<file path="config.mk">
export PLATFORM = sky130hd
export DESIGN_NAME = tuner_ctrl_seq_flat
export DESIGN_NICKNAME = d
export VERILOG_FILES = /design/src/rtl/tuner_ctrl_seq_pkg.sv /design/src/rtl/tuner_ctrl_seq_if.sv /design/src/rtl/tuner_ctrl_seq_peak_select.sv /design/src/rtl/tuner_ctrl_seq.sv /design/src/flat_wrapper.sv
export SDC_FILE = /design/constraint.sdc
export NUM_CORES = 1
export LEC_CHECK = 0
export CORE_MARGIN = 1
export CORE_UTILIZATION = 48
export CTS_CLUSTER_SIZE = 25
export DETAILED_ROUTE_END_ITERATION = 7
export PLACE_DENSITY = 0.8
export SLEW_MARGIN = 15
export SYNTH_ARGS = -nofsm -noshare
export SYNTH_HDL_FRONTEND = slang
export SYNTH_SLANG_ARGS = --single-unit
</file>
<file path="constraint.sdc">
create_clock -name clk -period 11.3 [get_ports clk]
set_clock_uncertainty 0.1 [all_clocks]
set_input_delay 1.13 -clock clk [delete_from_list [all_inputs] [get_ports clk]]
set_output_delay 1.13 -clock clk [all_outputs]
set_load 0.05 [all_outputs]
</file>
<file path="src/rtl/tuner_ctrl_seq_pkg.sv">
// Shared constants, state encoding and helpers for the tuner control sequencer.
package tuner_ctrl_seq_pkg;

  localparam int DAC_WIDTH  = 8;
  localparam int ADC_WIDTH  = 8;
  localparam int NUM_TARGET = 8;
  localparam int MAX_RETRY  = 3;
  localparam int MAX_RESUME = 2;

  localparam int IDX_W    = $clog2(NUM_TARGET);
  localparam int CNT_W    = IDX_W + 1;
  localparam int RETRY_W  = $clog2(MAX_RETRY + 1);
  localparam int RESUME_W = $clog2(MAX_RESUME + 1);

  typedef enum logic [2:0] {
    IDLE,
    SEARCH_TRIG,
    SEARCH_WAIT,
    SELECT,
    LOCK_TRIG,
    LOCKED,
    RESUME,
    ERR
  } tuner_ctrl_state_e;

  // A search engine may report more peaks than the list can hold.
  function automatic logic [CNT_W-1:0] clamp_cnt(input logic [CNT_W-1:0] cnt);
    return (cnt > CNT_W'(NUM_TARGET)) ? CNT_W'(NUM_TARGET) : cnt;
  endfunction

endpackage

</file>
<file path="src/rtl/tuner_ctrl_seq_if.sv">
// Handshake and data bundle between the sequencer (master) and search/lock/phy side (slave).
interface tuner_ctrl_seq_if;
  import tuner_ctrl_seq_pkg::*;

  // Every *_val/*_rdy pair: the sender raises val and holds it, with data stable,
  // until val & rdy are both high at a rising clk edge; that edge is the transfer.
  logic                                  start;
  logic                                  sel_mode;
  logic [IDX_W-1:0]                      target_idx;
  logic                                  search_trig_val;
  logic                                  search_trig_rdy;
  logic                                  search_peaks_val;
  logic                                  search_peaks_rdy;
  logic [NUM_TARGET-1:0][DAC_WIDTH-1:0]  ring_tune_peaks;
  logic [NUM_TARGET-1:0][ADC_WIDTH-1:0]  pwr_peaks;
  logic [CNT_W-1:0]                      peaks_cnt;
  logic [DAC_WIDTH-1:0]                  cfg_ring_tune_peak;
  logic [ADC_WIDTH-1:0]                  cfg_pwr_peak;
  logic                                  lock_trig_val;
  logic                                  lock_trig_rdy;
  logic                                  lock_intr_val;
  logic                                  lock_intr_rdy;
  logic                                  lock_resume_val;
  logic                                  lock_resume_rdy;
  tuner_ctrl_state_e                     state;
  logic                                  locked;
  logic                                  err;
  logic [RETRY_W-1:0]                    retry_cnt;

  modport master (
    input  start, sel_mode, target_idx, search_trig_rdy, search_peaks_val,
           ring_tune_peaks, pwr_peaks, peaks_cnt, lock_trig_rdy, lock_intr_val,
           lock_resume_rdy,
    output search_trig_val, search_peaks_rdy, cfg_ring_tune_peak, cfg_pwr_peak,
           lock_trig_val, lock_intr_rdy, lock_resume_val, state, locked, err,
           retry_cnt
  );

  modport slave (
    output start, sel_mode, target_idx, search_trig_rdy, search_peaks_val,
           ring_tune_peaks, pwr_peaks, peaks_cnt, lock_trig_rdy, lock_intr_val,
           lock_resume_rdy,
    input  search_trig_val, search_peaks_rdy, cfg_ring_tune_peak, cfg_pwr_peak,
           lock_trig_val, lock_intr_rdy, lock_resume_val, state, locked, err,
           retry_cnt
  );

endinterface

</file>
<file path="src/rtl/tuner_ctrl_seq_peak_select.sv">
// Combinational peak chooser: fixed index or highest power (lowest index wins ties).
module tuner_peak_select
  import tuner_ctrl_seq_pkg::*;
(
  input  logic                                 sel_mode,
  input  logic [IDX_W-1:0]                     target_idx,
  input  logic [NUM_TARGET-1:0][DAC_WIDTH-1:0] tune_peaks,
  input  logic [NUM_TARGET-1:0][ADC_WIDTH-1:0] pwr_peaks,
  input  logic [CNT_W-1:0]                     cnt,
  output logic                                 hit,
  output logic [DAC_WIDTH-1:0]                 tune,
  output logic [ADC_WIDTH-1:0]                 pwr
);

  logic [IDX_W-1:0]     pick;
  logic                 found;
  logic [ADC_WIDTH-1:0] best;

  always_comb begin
    pick  = '0;
    found = 1'b0;
    best  = '0;
    if (!sel_mode) begin
      found = ({1'b0, target_idx} < cnt);
      pick  = target_idx;
    end else begin
      // Strict '>' keeps the earliest entry when powers tie.
      for (int i = 0; i < NUM_TARGET; i++) begin
        if ((CNT_W'(i) < cnt) && (!found || (pwr_peaks[i] > best))) begin
          found = 1'b1;
          best  = pwr_peaks[i];
          pick  = IDX_W'(i);
        end
      end
    end
  end

  assign hit  = found;
  assign tune = tune_peaks[pick];
  assign pwr  = pwr_peaks[pick];

endmodule

</file>
<file path="src/rtl/tuner_ctrl_seq.sv">
// Search -> select -> lock sequencer feeding tuner_phy, with bounded resume and re-search.
module tuner_ctrl_seq
  import tuner_ctrl_seq_pkg::*;
(
  input logic              clk,
  input logic              rst,
  tuner_ctrl_seq_if.master bus
);

  tuner_ctrl_state_e                    state;
  logic                                 search_trig_val;
  logic                                 search_peaks_rdy;
  logic                                 lock_trig_val;
  logic                                 lock_intr_rdy;
  logic                                 lock_resume_val;
  logic                                 locked;
  logic                                 err;
  logic [DAC_WIDTH-1:0]                 cfg_tune;
  logic [ADC_WIDTH-1:0]                 cfg_pwr;
  logic [RETRY_W-1:0]                   retry_cnt;
  logic [RESUME_W-1:0]                  resume_cnt;
  logic [NUM_TARGET-1:0][DAC_WIDTH-1:0] cap_tune;
  logic [NUM_TARGET-1:0][ADC_WIDTH-1:0] cap_pwr;
  logic [CNT_W-1:0]                     cap_cnt;
  logic                                 sel_hit;
  logic [DAC_WIDTH-1:0]                 sel_tune;
  logic [ADC_WIDTH-1:0]                 sel_pwr;
  logic [RETRY_W-1:0]                   retry_next;

  assign retry_next = retry_cnt + RETRY_W'(1);

  tuner_peak_select u_sel (
    .sel_mode   (bus.sel_mode),
    .target_idx (bus.target_idx),
    .tune_peaks (cap_tune),
    .pwr_peaks  (cap_pwr),
    .cnt        (cap_cnt),
    .hit        (sel_hit),
    .tune       (sel_tune),
    .pwr        (sel_pwr)
  );

  always_ff @(posedge clk or posedge rst) begin
    if (rst) begin
      state            <= IDLE;
      search_trig_val  <= 1'b0;
      search_peaks_rdy <= 1'b0;
      lock_trig_val    <= 1'b0;
      lock_intr_rdy    <= 1'b0;
      lock_resume_val  <= 1'b0;
      locked           <= 1'b0;
      err              <= 1'b0;
      cfg_tune         <= '0;
      cfg_pwr          <= '0;
      retry_cnt        <= '0;
      resume_cnt       <= '0;
      cap_tune         <= '0;
      cap_pwr          <= '0;
      cap_cnt          <= '0;
    end else begin
      case (state)
        IDLE, ERR: begin
          if (bus.start) begin
            state           <= SEARCH_TRIG;
            search_trig_val <= 1'b1;
            err             <= 1'b0;
            retry_cnt       <= '0;
            resume_cnt      <= '0;
          end
        end
        SEARCH_TRIG: begin
          if (bus.search_trig_rdy) begin
            state            <= SEARCH_WAIT;
            search_trig_val  <= 1'b0;
            search_peaks_rdy <= 1'b1;
          end
        end
        SEARCH_WAIT: begin
          if (bus.search_peaks_val) begin
            state            <= SELECT;
            search_peaks_rdy <= 1'b0;
            cap_tune         <= bus.ring_tune_peaks;
            cap_pwr          <= bus.pwr_peaks;
            cap_cnt          <= clamp_cnt(bus.peaks_cnt);
          end
        end
        SELECT: begin
          if (sel_hit) begin
            state         <= LOCK_TRIG;
            lock_trig_val <= 1'b1;
            cfg_tune      <= sel_tune;
            cfg_pwr       <= sel_pwr;
          end else if (retry_next == RETRY_W'(MAX_RETRY)) begin
            state     <= ERR;
            err       <= 1'b1;
            retry_cnt <= retry_next;
          end else begin
            state           <= SEARCH_TRIG;
            search_trig_val <= 1'b1;
            retry_cnt       <= retry_next;
          end
        end
        LOCK_TRIG: begin
          if (bus.lock_trig_rdy) begin
            state         <= LOCKED;
            lock_trig_val <= 1'b0;
            lock_intr_rdy <= 1'b1;
            locked        <= 1'b1;
            retry_cnt     <= '0;
          end
        end
        LOCKED: begin
          // A lost lock takes priority over a simultaneous re-acquire request.
          if (bus.lock_intr_val) begin
            lock_intr_rdy <= 1'b0;
            locked        <= 1'b0;
            if (resume_cnt < RESUME_W'(MAX_RESUME)) begin
              state           <= RESUME;
              lock_resume_val <= 1'b1;
              resume_cnt      <= resume_cnt + RESUME_W'(1);
            end else begin
              state           <= SEARCH_TRIG;
              search_trig_val <= 1'b1;
              resume_cnt      <= '0;
            end
          end else if (bus.start) begin
            state           <= SEARCH_TRIG;
            search_trig_val <= 1'b1;
            lock_intr_rdy   <= 1'b0;
            locked          <= 1'b0;
            resume_cnt      <= '0;
          end
        end
        RESUME: begin
          if (bus.lock_resume_rdy) begin
            state           <= LOCKED;
            lock_resume_val <= 1'b0;
            lock_intr_rdy   <= 1'b1;
            locked          <= 1'b1;
          end
        end
        default: state <= IDLE;
      endcase
    end
  end

  assign bus.state              = state;
  assign bus.search_trig_val    = search_trig_val;
  assign bus.search_peaks_rdy   = search_peaks_rdy;
  assign bus.lock_trig_val      = lock_trig_val;
  assign bus.lock_intr_rdy      = lock_intr_rdy;
  assign bus.lock_resume_val    = lock_resume_val;
  assign bus.locked             = locked;
  assign bus.err                = err;
  assign bus.cfg_ring_tune_peak = cfg_tune;
  assign bus.cfg_pwr_peak       = cfg_pwr;
  assign bus.retry_cnt          = retry_cnt;

endmodule

</file>
<file path="src/flat_wrapper.sv">
// flat-port wrapper written by rule: the top's interface ports become plain ports
module tuner_ctrl_seq_flat import tuner_ctrl_seq_pkg::*;
  (clk, rst, bus_start, bus_sel_mode, bus_target_idx, bus_search_trig_rdy, bus_search_peaks_val, bus_ring_tune_peaks, bus_pwr_peaks, bus_peaks_cnt, bus_lock_trig_rdy, bus_lock_intr_val, bus_lock_resume_rdy, bus_search_trig_val, bus_search_peaks_rdy, bus_cfg_ring_tune_peak, bus_cfg_pwr_peak, bus_lock_trig_val, bus_lock_intr_rdy, bus_lock_resume_val, bus_state, bus_locked, bus_err, bus_retry_cnt);
  tuner_ctrl_seq_if bus_i ();
  input logic clk;
  input logic rst;
  input wire logic [$bits(bus_i.start)-1:0] bus_start;
  input wire logic [$bits(bus_i.sel_mode)-1:0] bus_sel_mode;
  input wire logic [$bits(bus_i.target_idx)-1:0] bus_target_idx;
  input wire logic [$bits(bus_i.search_trig_rdy)-1:0] bus_search_trig_rdy;
  input wire logic [$bits(bus_i.search_peaks_val)-1:0] bus_search_peaks_val;
  input wire logic [$bits(bus_i.ring_tune_peaks)-1:0] bus_ring_tune_peaks;
  input wire logic [$bits(bus_i.pwr_peaks)-1:0] bus_pwr_peaks;
  input wire logic [$bits(bus_i.peaks_cnt)-1:0] bus_peaks_cnt;
  input wire logic [$bits(bus_i.lock_trig_rdy)-1:0] bus_lock_trig_rdy;
  input wire logic [$bits(bus_i.lock_intr_val)-1:0] bus_lock_intr_val;
  input wire logic [$bits(bus_i.lock_resume_rdy)-1:0] bus_lock_resume_rdy;
  output wire logic [$bits(bus_i.search_trig_val)-1:0] bus_search_trig_val;
  output wire logic [$bits(bus_i.search_peaks_rdy)-1:0] bus_search_peaks_rdy;
  output wire logic [$bits(bus_i.cfg_ring_tune_peak)-1:0] bus_cfg_ring_tune_peak;
  output wire logic [$bits(bus_i.cfg_pwr_peak)-1:0] bus_cfg_pwr_peak;
  output wire logic [$bits(bus_i.lock_trig_val)-1:0] bus_lock_trig_val;
  output wire logic [$bits(bus_i.lock_intr_rdy)-1:0] bus_lock_intr_rdy;
  output wire logic [$bits(bus_i.lock_resume_val)-1:0] bus_lock_resume_val;
  output wire logic [$bits(bus_i.state)-1:0] bus_state;
  output wire logic [$bits(bus_i.locked)-1:0] bus_locked;
  output wire logic [$bits(bus_i.err)-1:0] bus_err;
  output wire logic [$bits(bus_i.retry_cnt)-1:0] bus_retry_cnt;
  assign bus_i.start = bus_start;
  assign bus_i.sel_mode = bus_sel_mode;
  assign bus_i.target_idx = bus_target_idx;
  assign bus_i.search_trig_rdy = bus_search_trig_rdy;
  assign bus_i.search_peaks_val = bus_search_peaks_val;
  assign bus_i.ring_tune_peaks = bus_ring_tune_peaks;
  assign bus_i.pwr_peaks = bus_pwr_peaks;
  assign bus_i.peaks_cnt = bus_peaks_cnt;
  assign bus_i.lock_trig_rdy = bus_lock_trig_rdy;
  assign bus_i.lock_intr_val = bus_lock_intr_val;
  assign bus_i.lock_resume_rdy = bus_lock_resume_rdy;
  assign bus_search_trig_val = bus_i.search_trig_val;
  assign bus_search_peaks_rdy = bus_i.search_peaks_rdy;
  assign bus_cfg_ring_tune_peak = bus_i.cfg_ring_tune_peak;
  assign bus_cfg_pwr_peak = bus_i.cfg_pwr_peak;
  assign bus_lock_trig_val = bus_i.lock_trig_val;
  assign bus_lock_intr_rdy = bus_i.lock_intr_rdy;
  assign bus_lock_resume_val = bus_i.lock_resume_val;
  assign bus_state = bus_i.state;
  assign bus_locked = bus_i.locked;
  assign bus_err = bus_i.err;
  assign bus_retry_cnt = bus_i.retry_cnt;
  tuner_ctrl_seq u_core (.clk(clk), .rst(rst), .bus(bus_i));
endmodule
</file>
==> summary.md, run 1 <==
| Metric | Value |
|---|---|
| Run status | finished with violations |
| Failing checks | negative setup slack |
| Final nets | 1408 |
| Post-Route WL | 32.2 mm |
| Global placer's final weighted congestion | 1.01 |
| Slew Viols, Final | 0 |
| Die height | 142 um |
| Post-place instance area | 0.0123 mm2 |
| HPWL Detailed | 21.7 mm |
| WL/cell | 21.8 um |
| Setup slack after layout | -0.489 ns |
| CTS clk-pin slew, worst paths | 0.06 ns |
| Ys Warns | 0 |
| Rows | 50 |
| Post-synth EDFFs | 0 |
| Vias in the first global route | 8884 |
| # IOs | 172 |
| Avg Inst Size Synth | 10.4 um2 |
| Via count | 8839 |
| Synth top area share | 42.6% |
| Area Overhead vs Synth | 49.2% |
| Total grt overflow | 0 |
| Die X-Extent | 142 um |
| Initial drt markers | 720 |
| Root buffer cell | clkbuf_16 |
| Worst path max stage delay | 0.43 ns |
| Commonest non-fill, non-tap cell in the layout | clkdlybuf4s50_1 |
| Final Hold Vio Count | 0 |
| Worst Setup Start Kind | flop |
| Area leader, netlist | dfrtp_1 |
| Fmax | 84.8 MHz |
| Ant. Diodes | 0 |
| Mapped Cells | 905 |
| Asr flop ratio synth | 100% |
| Vias/cell | 5.98 |
| Most common flop cell mapped by yosys | dfrtp_1 |
| Post-route insts no fill | 1477 |
| Initial antenna violation count | 0 |
| R2R depth | 60 |
| CP arrival | 12.06 ns |
| Initial Util | 49.7% |
| Pin count of the biggest net entering global routing | 94 |
| Layout cells sized above 1 | 38.9% |
| Global Route Usage Sum | 31.6% |
| Distinct cells, synth | 64 |
| Post-route ant nets | 0 |
| DRC viols | 0 |
| Synthesized cell area | 0.00946 mm2 |
| CTS Sinks | 161 |
| Worst-Skew Late Latency | 0.44 ns |
| HP Class | reg -> reg |
| RSZ-0062 raised after global routing | yes |
| Clock Tree Buf Depth | 2 |
| Finished Cell Area | 0.0141 mm2 |
| Max_cap viols | 0 |
| Max-slew headroom | 37.7% |
| CP max FO | 8 |
| Crit share post-route | 104% |
| CP endpoint kind | flop |
| Main area contributors after synthesis | dfrtp_1 43%, mux2_2 15%, ha_1 7.8% |
| Detailed Routing Iterations Pass 1 | 7 |
| CTS Buf Count | 17 |
| CP max-delay cell | or4_4 |
| H-Tree Depth | 4 |
| Hold path cells | 1 |
| Yosys reg bits | 161 |
| Register area share after synthesis | 42.6% |
| Post-Syn Nets | 1108 |
| Min cycle time layout | 11.79 ns |
| Inst Count DP | 1391 |
| Slew at the pin with the worst max-slew slack | 0.935 ns |
| Finish-stage setup viols | 16 |
| Core Area | 0.0190 mm2 |
| Die Area | 0.0203 mm2 |
| # port buffers | 171 |
| CP Class | reg -> reg |
| Most frequent cells in the layout | 171 x clkdlybuf4s50_1, 161 x dfrtp_1, 134 x buf_4 |
| CTS tree | done |
| Critical Path RT | 11.57 ns |
| First-pass GRT wire length | 48.3 mm |
## per-stage QoR
step	setup TNS (ns)	hold WS (ns)	setup WS [ns]	utilization [%]
finish	-6.70	0.395	-0.489	74.2
global route	-14.53	0.413	-1.02	74.2
detailed placement	-3.88	0.383	-0.327	64.9
CTS	-1.33	0.398	-0.128	71.7
floorplan	-0.141	0.358	-0.0185	-
global placement	0	0.374	0.000617	64.9
## state kept, by name (all words and copies together) (netlist names), 2 cells and up
name                           count
u_core.cap_tune                   64
u_core.bus.cfg_pwr_peak            8
u_core.bus.state                   3
u_core.cap_pwr                    64
u_core.resume_cnt                  2
u_core.bus.retry_cnt               2
u_core.cap_cnt                     4
u_core.bus.cfg_ring_tune_peak      8
## per-layer routing
| layer | track usage [%] | part of all wire [%] | vias up | routed length (um) |
|---|---|---|---|---|
| met5 | 0 | 0 | - | 0 |
| met4 | 13.0 | 3.8 | 0 | 1230 |
| met3 | 8.14 | 8.6 | 93 | 2770 |
| met2 | 51.9 | 49 | 475 | 15600 |
| met1 | 39.6 | 39 | 4302 | 12600 |
| li1 | - | - | 3969 | - |
## critical path, delay by kind of cell (launching register included)
family / cells / cell delay, ns
and+or+nand+nor: 20 / 3.21
DFF: 1 / 0.41
buffers and inverters: 8 / 1.05
muxes: 2 / 0.45
AOI/OAI and AO/OA: 23 / 4.77
adders and majority gates: 7 / 1.72
## timing repair
item,CTS,global route
resized for setup,85,68
hold buffers,0,0
buffers inserted,38,15
endpoints found under the setup margin,16,16
gates cloned,3,1
pin swaps,35,40
## cells by family (layout without fill, tap and decap cells)
kind of cell	after synthesis	in the layout	share of synthesized area, %
simple gates	242	245	11.9
compound gates	211	211	16.2
flops	161	161	42.6
mux	149	149	17.5
buf+inv	83	392	3.93
fa+ha+maj	59	59	7.81
## synthesized netlist by cell type (3+ instances only)
cell and number:
mux2i_1 22, a21oi_1 53, ha_1 59, o211ai_1 5, o21ai_2 3, nand2b_1 7, a311oi_1 15, o21a_1 6
a211oi_1 4, clkbuf_1 34, nor3_1 12, a32o_1 9, inv_1 32, a21o_1 8, a32oi_1 8, buf_2 6
a22o_1 16, and4_1 6, o22a_1 3, dfrtp_1 161, a221oi_1 16, o21ai_0 29, nand3_1 29, nand4_1 6
mux2_2 125, o31ai_1 3, nor2_1 34, buf_4 7, and3_1 4, nor2b_1 9, a31oi_1 9, nand3b_1 6
nand2_1 118
## worst paths after layout
path,startpoint,end,slack [ns]
setup / recovery,u_core.cap_cnt[3],u_core.bus.cfg_ring_tune_peak[2],-0.49
hold / removal,u_core.resume_cnt[0],u_core.resume_cnt[0],0.39
setup reg to reg,u_core.cap_cnt[3],u_core.bus.cfg_ring_tune_peak[2],-0.49
hold reg to reg,u_core.resume_cnt[0],u_core.resume_cnt[0],0.39
max in group asynchronous,rst,u_core.cap_pwr[42],8.55
min in group asynchronous,rst,u_core.cap_pwr[3],1.14
## area by class of cell
| cell class | instances | area (um2) |
|---|---|---|
| Multi-Input combinational cell | 664 | 6000 |
| Fill cell | 1258 | 4910 |
| Sequential cell | 161 | 4030 |
| Timing Repair Buffer | 329 | 3050 |
| Clock buffer | 18 | 429 |
| Tap cell | 260 | 325 |
| Clock inverter | 13 | 153 |
| Inverter | 32 | 125 |
Power of run 1 is not shown: default switching activity piles up to over one toggle a cycle in this logic, so the estimate is an artifact.
==> run 2: changes to the inputs <==
--- a/config.mk
+++ b/config.mk
@@ -10,6 +10,7 @@
 export CTS_CLUSTER_SIZE = 25
 export DETAILED_ROUTE_END_ITERATION = 7
 export PLACE_DENSITY = 0.8
+export REMOVE_ABC_BUFFERS = 1
 export SLEW_MARGIN = 15
 export SYNTH_ARGS = -nofsm -noshare
 export SYNTH_HDL_FRONTEND = slang
==> run 2 against run 1 <==
  * The flow still finishes with violations (negative setup slack)
  * Maximum frequency decreased by 6.8%
  * Clock-buffer cell count unchanged
  * Utilization increased by 2.7 points
  * Non-clock buffer count increased by 47
  * Critical path depth increased by 2
  * Critical path type unchanged
  * Critical endpoint is now u_core.bus.cfg_pwr_peak[1]
==> summary.md, run 2 (synthesis gave the netlist of run 1 again) <==
| Metric | Value |
|---|---|
| Die Area | 0.0203 mm2 (unchanged) |
| Slew at the pin with the worst max-slew slack | 1.12 ns (+0.186 ns) |
| Initial Util | 49.7% (unchanged) |
| Global placer's final weighted congestion | 0.960 (-4.9%) |
| R2R depth | 62 (+3.3%) |
| RR Endpoint | u_core.bus.cfg_pwr_peak[1] |
| Routed met2 length | 17.1 mm (+9.5%) |
| Fmax | 79.1 MHz (-6.8%) |
| Max-slew headroom | 25.3% (-12 points) |
| Final Hold Vio Count | 0 (unchanged) |
| Uppermost routed layer | met4 |
| Area occupied by multi-input gates | 0.00607 mm2 (+1.1%) |
| Most numerous cell on the critical path | a21oi_2 |
| Slew Viols, Final | 0 (unchanged) |
| Worst-Skew Late Latency | 0.44 ns (about the same) |
| Worst Setup SP | u_core.cap_cnt[1] |
| Die height | 142 um (unchanged) |
| Regs by FF count | u_core.cap_pwr (64), u_core.cap_tune (64) |
| CTS tree | done |
| CTS Sinks | 161 (unchanged) |
| CP endpoint kind | flop |
| Commonest non-fill, non-tap cell in the layout | clkdlybuf4s50_1 |
| H-Tree Depth | 4 (unchanged) |
| Vias in the first global route | 9487 (+6.8%) |
| Worst Setup Start Kind | flop |
| CP max FO | 8 (unchanged) |
| Critical Path End | u_core.bus.cfg_pwr_peak[1] |
| CP arrival | 12.92 ns (+0.86 ns) |
| Failing checks | negative setup slack |
| CP max-delay cell | or4_4 |
| Finish-stage setup viols | 16 (unchanged) |
| Via count | 9426 (+6.6%) |
| Global Route Usage Sum | 32.1% (+0.48 points) |
| HPWL Detailed | 20.2 mm (-6.8%) |
| # port buffers | 171 (unchanged) |
| Root buffer cell | clkbuf_16 |
| Run status | finished with violations |
| Post-Route WL | 35.1 mm (+9.0%) |
| Hold bufs inserted after CTS | 0 (unchanged) |
| DRC viols | 0 (unchanged) |
| Core Area | 0.0190 mm2 (unchanged) |
| # IOs | 172 (unchanged) |
| Total grt overflow | 0 (unchanged) |
| Post-route ant nets | 0 (unchanged) |
| Layout cells sized above 1 | 41.6% (+2.7 points) |
| Pin count of the biggest net entering global routing | 102 (+8.5%) |
| Rows | 50 (unchanged) |
| Initial antenna violation count | 0 (unchanged) |
| Worst path max stage delay | 0.53 ns (+0.10 ns) |
| First-pass GRT wire length | 49.7 mm (+2.8%) |
| CTS Buf Count | 17 (unchanged) |
| RSZ-0062 raised after global routing | yes |
| CTS clk-pin slew, worst paths | 0.07 ns (about the same) |
| Vias/cell | 6.19 (+3.4%) |
| Clock Tree Buf Depth | 2 (unchanged) |
| Critical Path RT | 11.57 ns (about the same) |
| Min cycle time layout | 12.65 ns (+0.856 ns) |
| Most frequent cells in the layout | 171 x clkdlybuf4s50_1, 170 x buf_4, 161 x dfrtp_1 |
| Final nets | 1454 (+3.3%) |
| Post-place instance area | 0.0123 mm2 (-0.74%) |
| Detailed Routing Iterations Pass 1 | 6 (-1) |
| CP Class | reg -> reg |
| Met3 wire len | 3.08 mm (+11%) |
| Initial drt markers | 729 (+1.3%) |
| RR Startpoint | u_core.cap_cnt[1] |
| Met1 WL | 12.7 mm (+1.0%) |
| HP Class | reg -> reg |
| R2R Setup Slk | -1.35 ns (-0.86 ns) |
| Area Overhead vs Synth | 54.6% |
| Setup slack after layout | -1.35 ns (-0.856 ns) |
| Crit share post-route | 112% (+7.6 points) |
| WL/cell | 23.0 um (+5.7%) |
| Die X-Extent | 142 um (unchanged) |
| Finished Cell Area | 0.0146 mm2 (+3.6%) |
| Ant. Diodes | 0 (unchanged) |
| Reg area | 0.00403 mm2 (unchanged) |
| Fill cell count | 1175 (-6.6%) |
| Max_cap viols | 0 (unchanged) |
run 2: through the flow:
step | TNS [ns] | cells | setup WS (ns) | hold WS (ns) | util (%)
4_1_cts | -2.61 | 1496 | -0.192 | 0.412 | 73.6
2_1_floorplan | -72.91 | 854 | -2.70 | 0.358 | -
5_1_grt | -23.99 | 1524 | -1.69 | 0.422 | 76.9
3_5_place_dp | -16.59 | 1411 | -1.09 | 0.395 | 64.4
3_3_place_gp | -9.53 | 1411 | -0.638 | 0.378 | 64.4
6_report | -18.77 | 1524 | -1.35 | 0.413 | 76.9
run 2: routing by layer:
layer,GRT usage [%],vias to the layer above
met2,55.8,596
met4,15.3,0
met5,0,-
li1,-,4062
met3,7.47,192
met1,37.2,4576
run 2: cell type report:
cell class | instances | area share, %
inverter | 32 | 0.856
timing repair buffer | 376 | 23.8
multi-input combinational | 663 | 41.5
tap | 260 | 2.23
clock inverter | 14 | 1.13
clock buffer | 18 | 2.94
sequential | 161 | 27.6
run 2: worst max-delay path, delay by kind of cell, from the launching register on:
family,cells,cell delay (ns)
buf+inv,12,1.90
simple gates,21,3.82
fa+ha+maj,7,1.81
compound gates,20,3.91
mux,2,0.59
flops,1,0.42
run 2: worst min-delay path by stage:
stage	from	to	depth (start not counted)
2_1_floorplan	u_core.resume_cnt[0]	u_core.resume_cnt[0]	1
6_report	u_core.cap_tune[39]	u_core.cap_tune[39]	1
3_5_place_dp	u_core.cap_tune[41]	u_core.cap_tune[41]	1
5_1_grt	u_core.cap_tune[43]	u_core.cap_tune[43]	1
4_1_cts	u_core.cap_tune[41]	u_core.cap_tune[41]	1
3_3_place_gp	u_core.resume_cnt[0]	u_core.resume_cnt[0]	1
run 2: what timing repair did:
item                       4_1_cts  5_1_grt
setup buffers                   50       30
pin swaps                       67       52
resized for setup              158       73
setup endpoints to repair       16       16
cloned                           4        1
Power of run 2 is left out for the same reason.
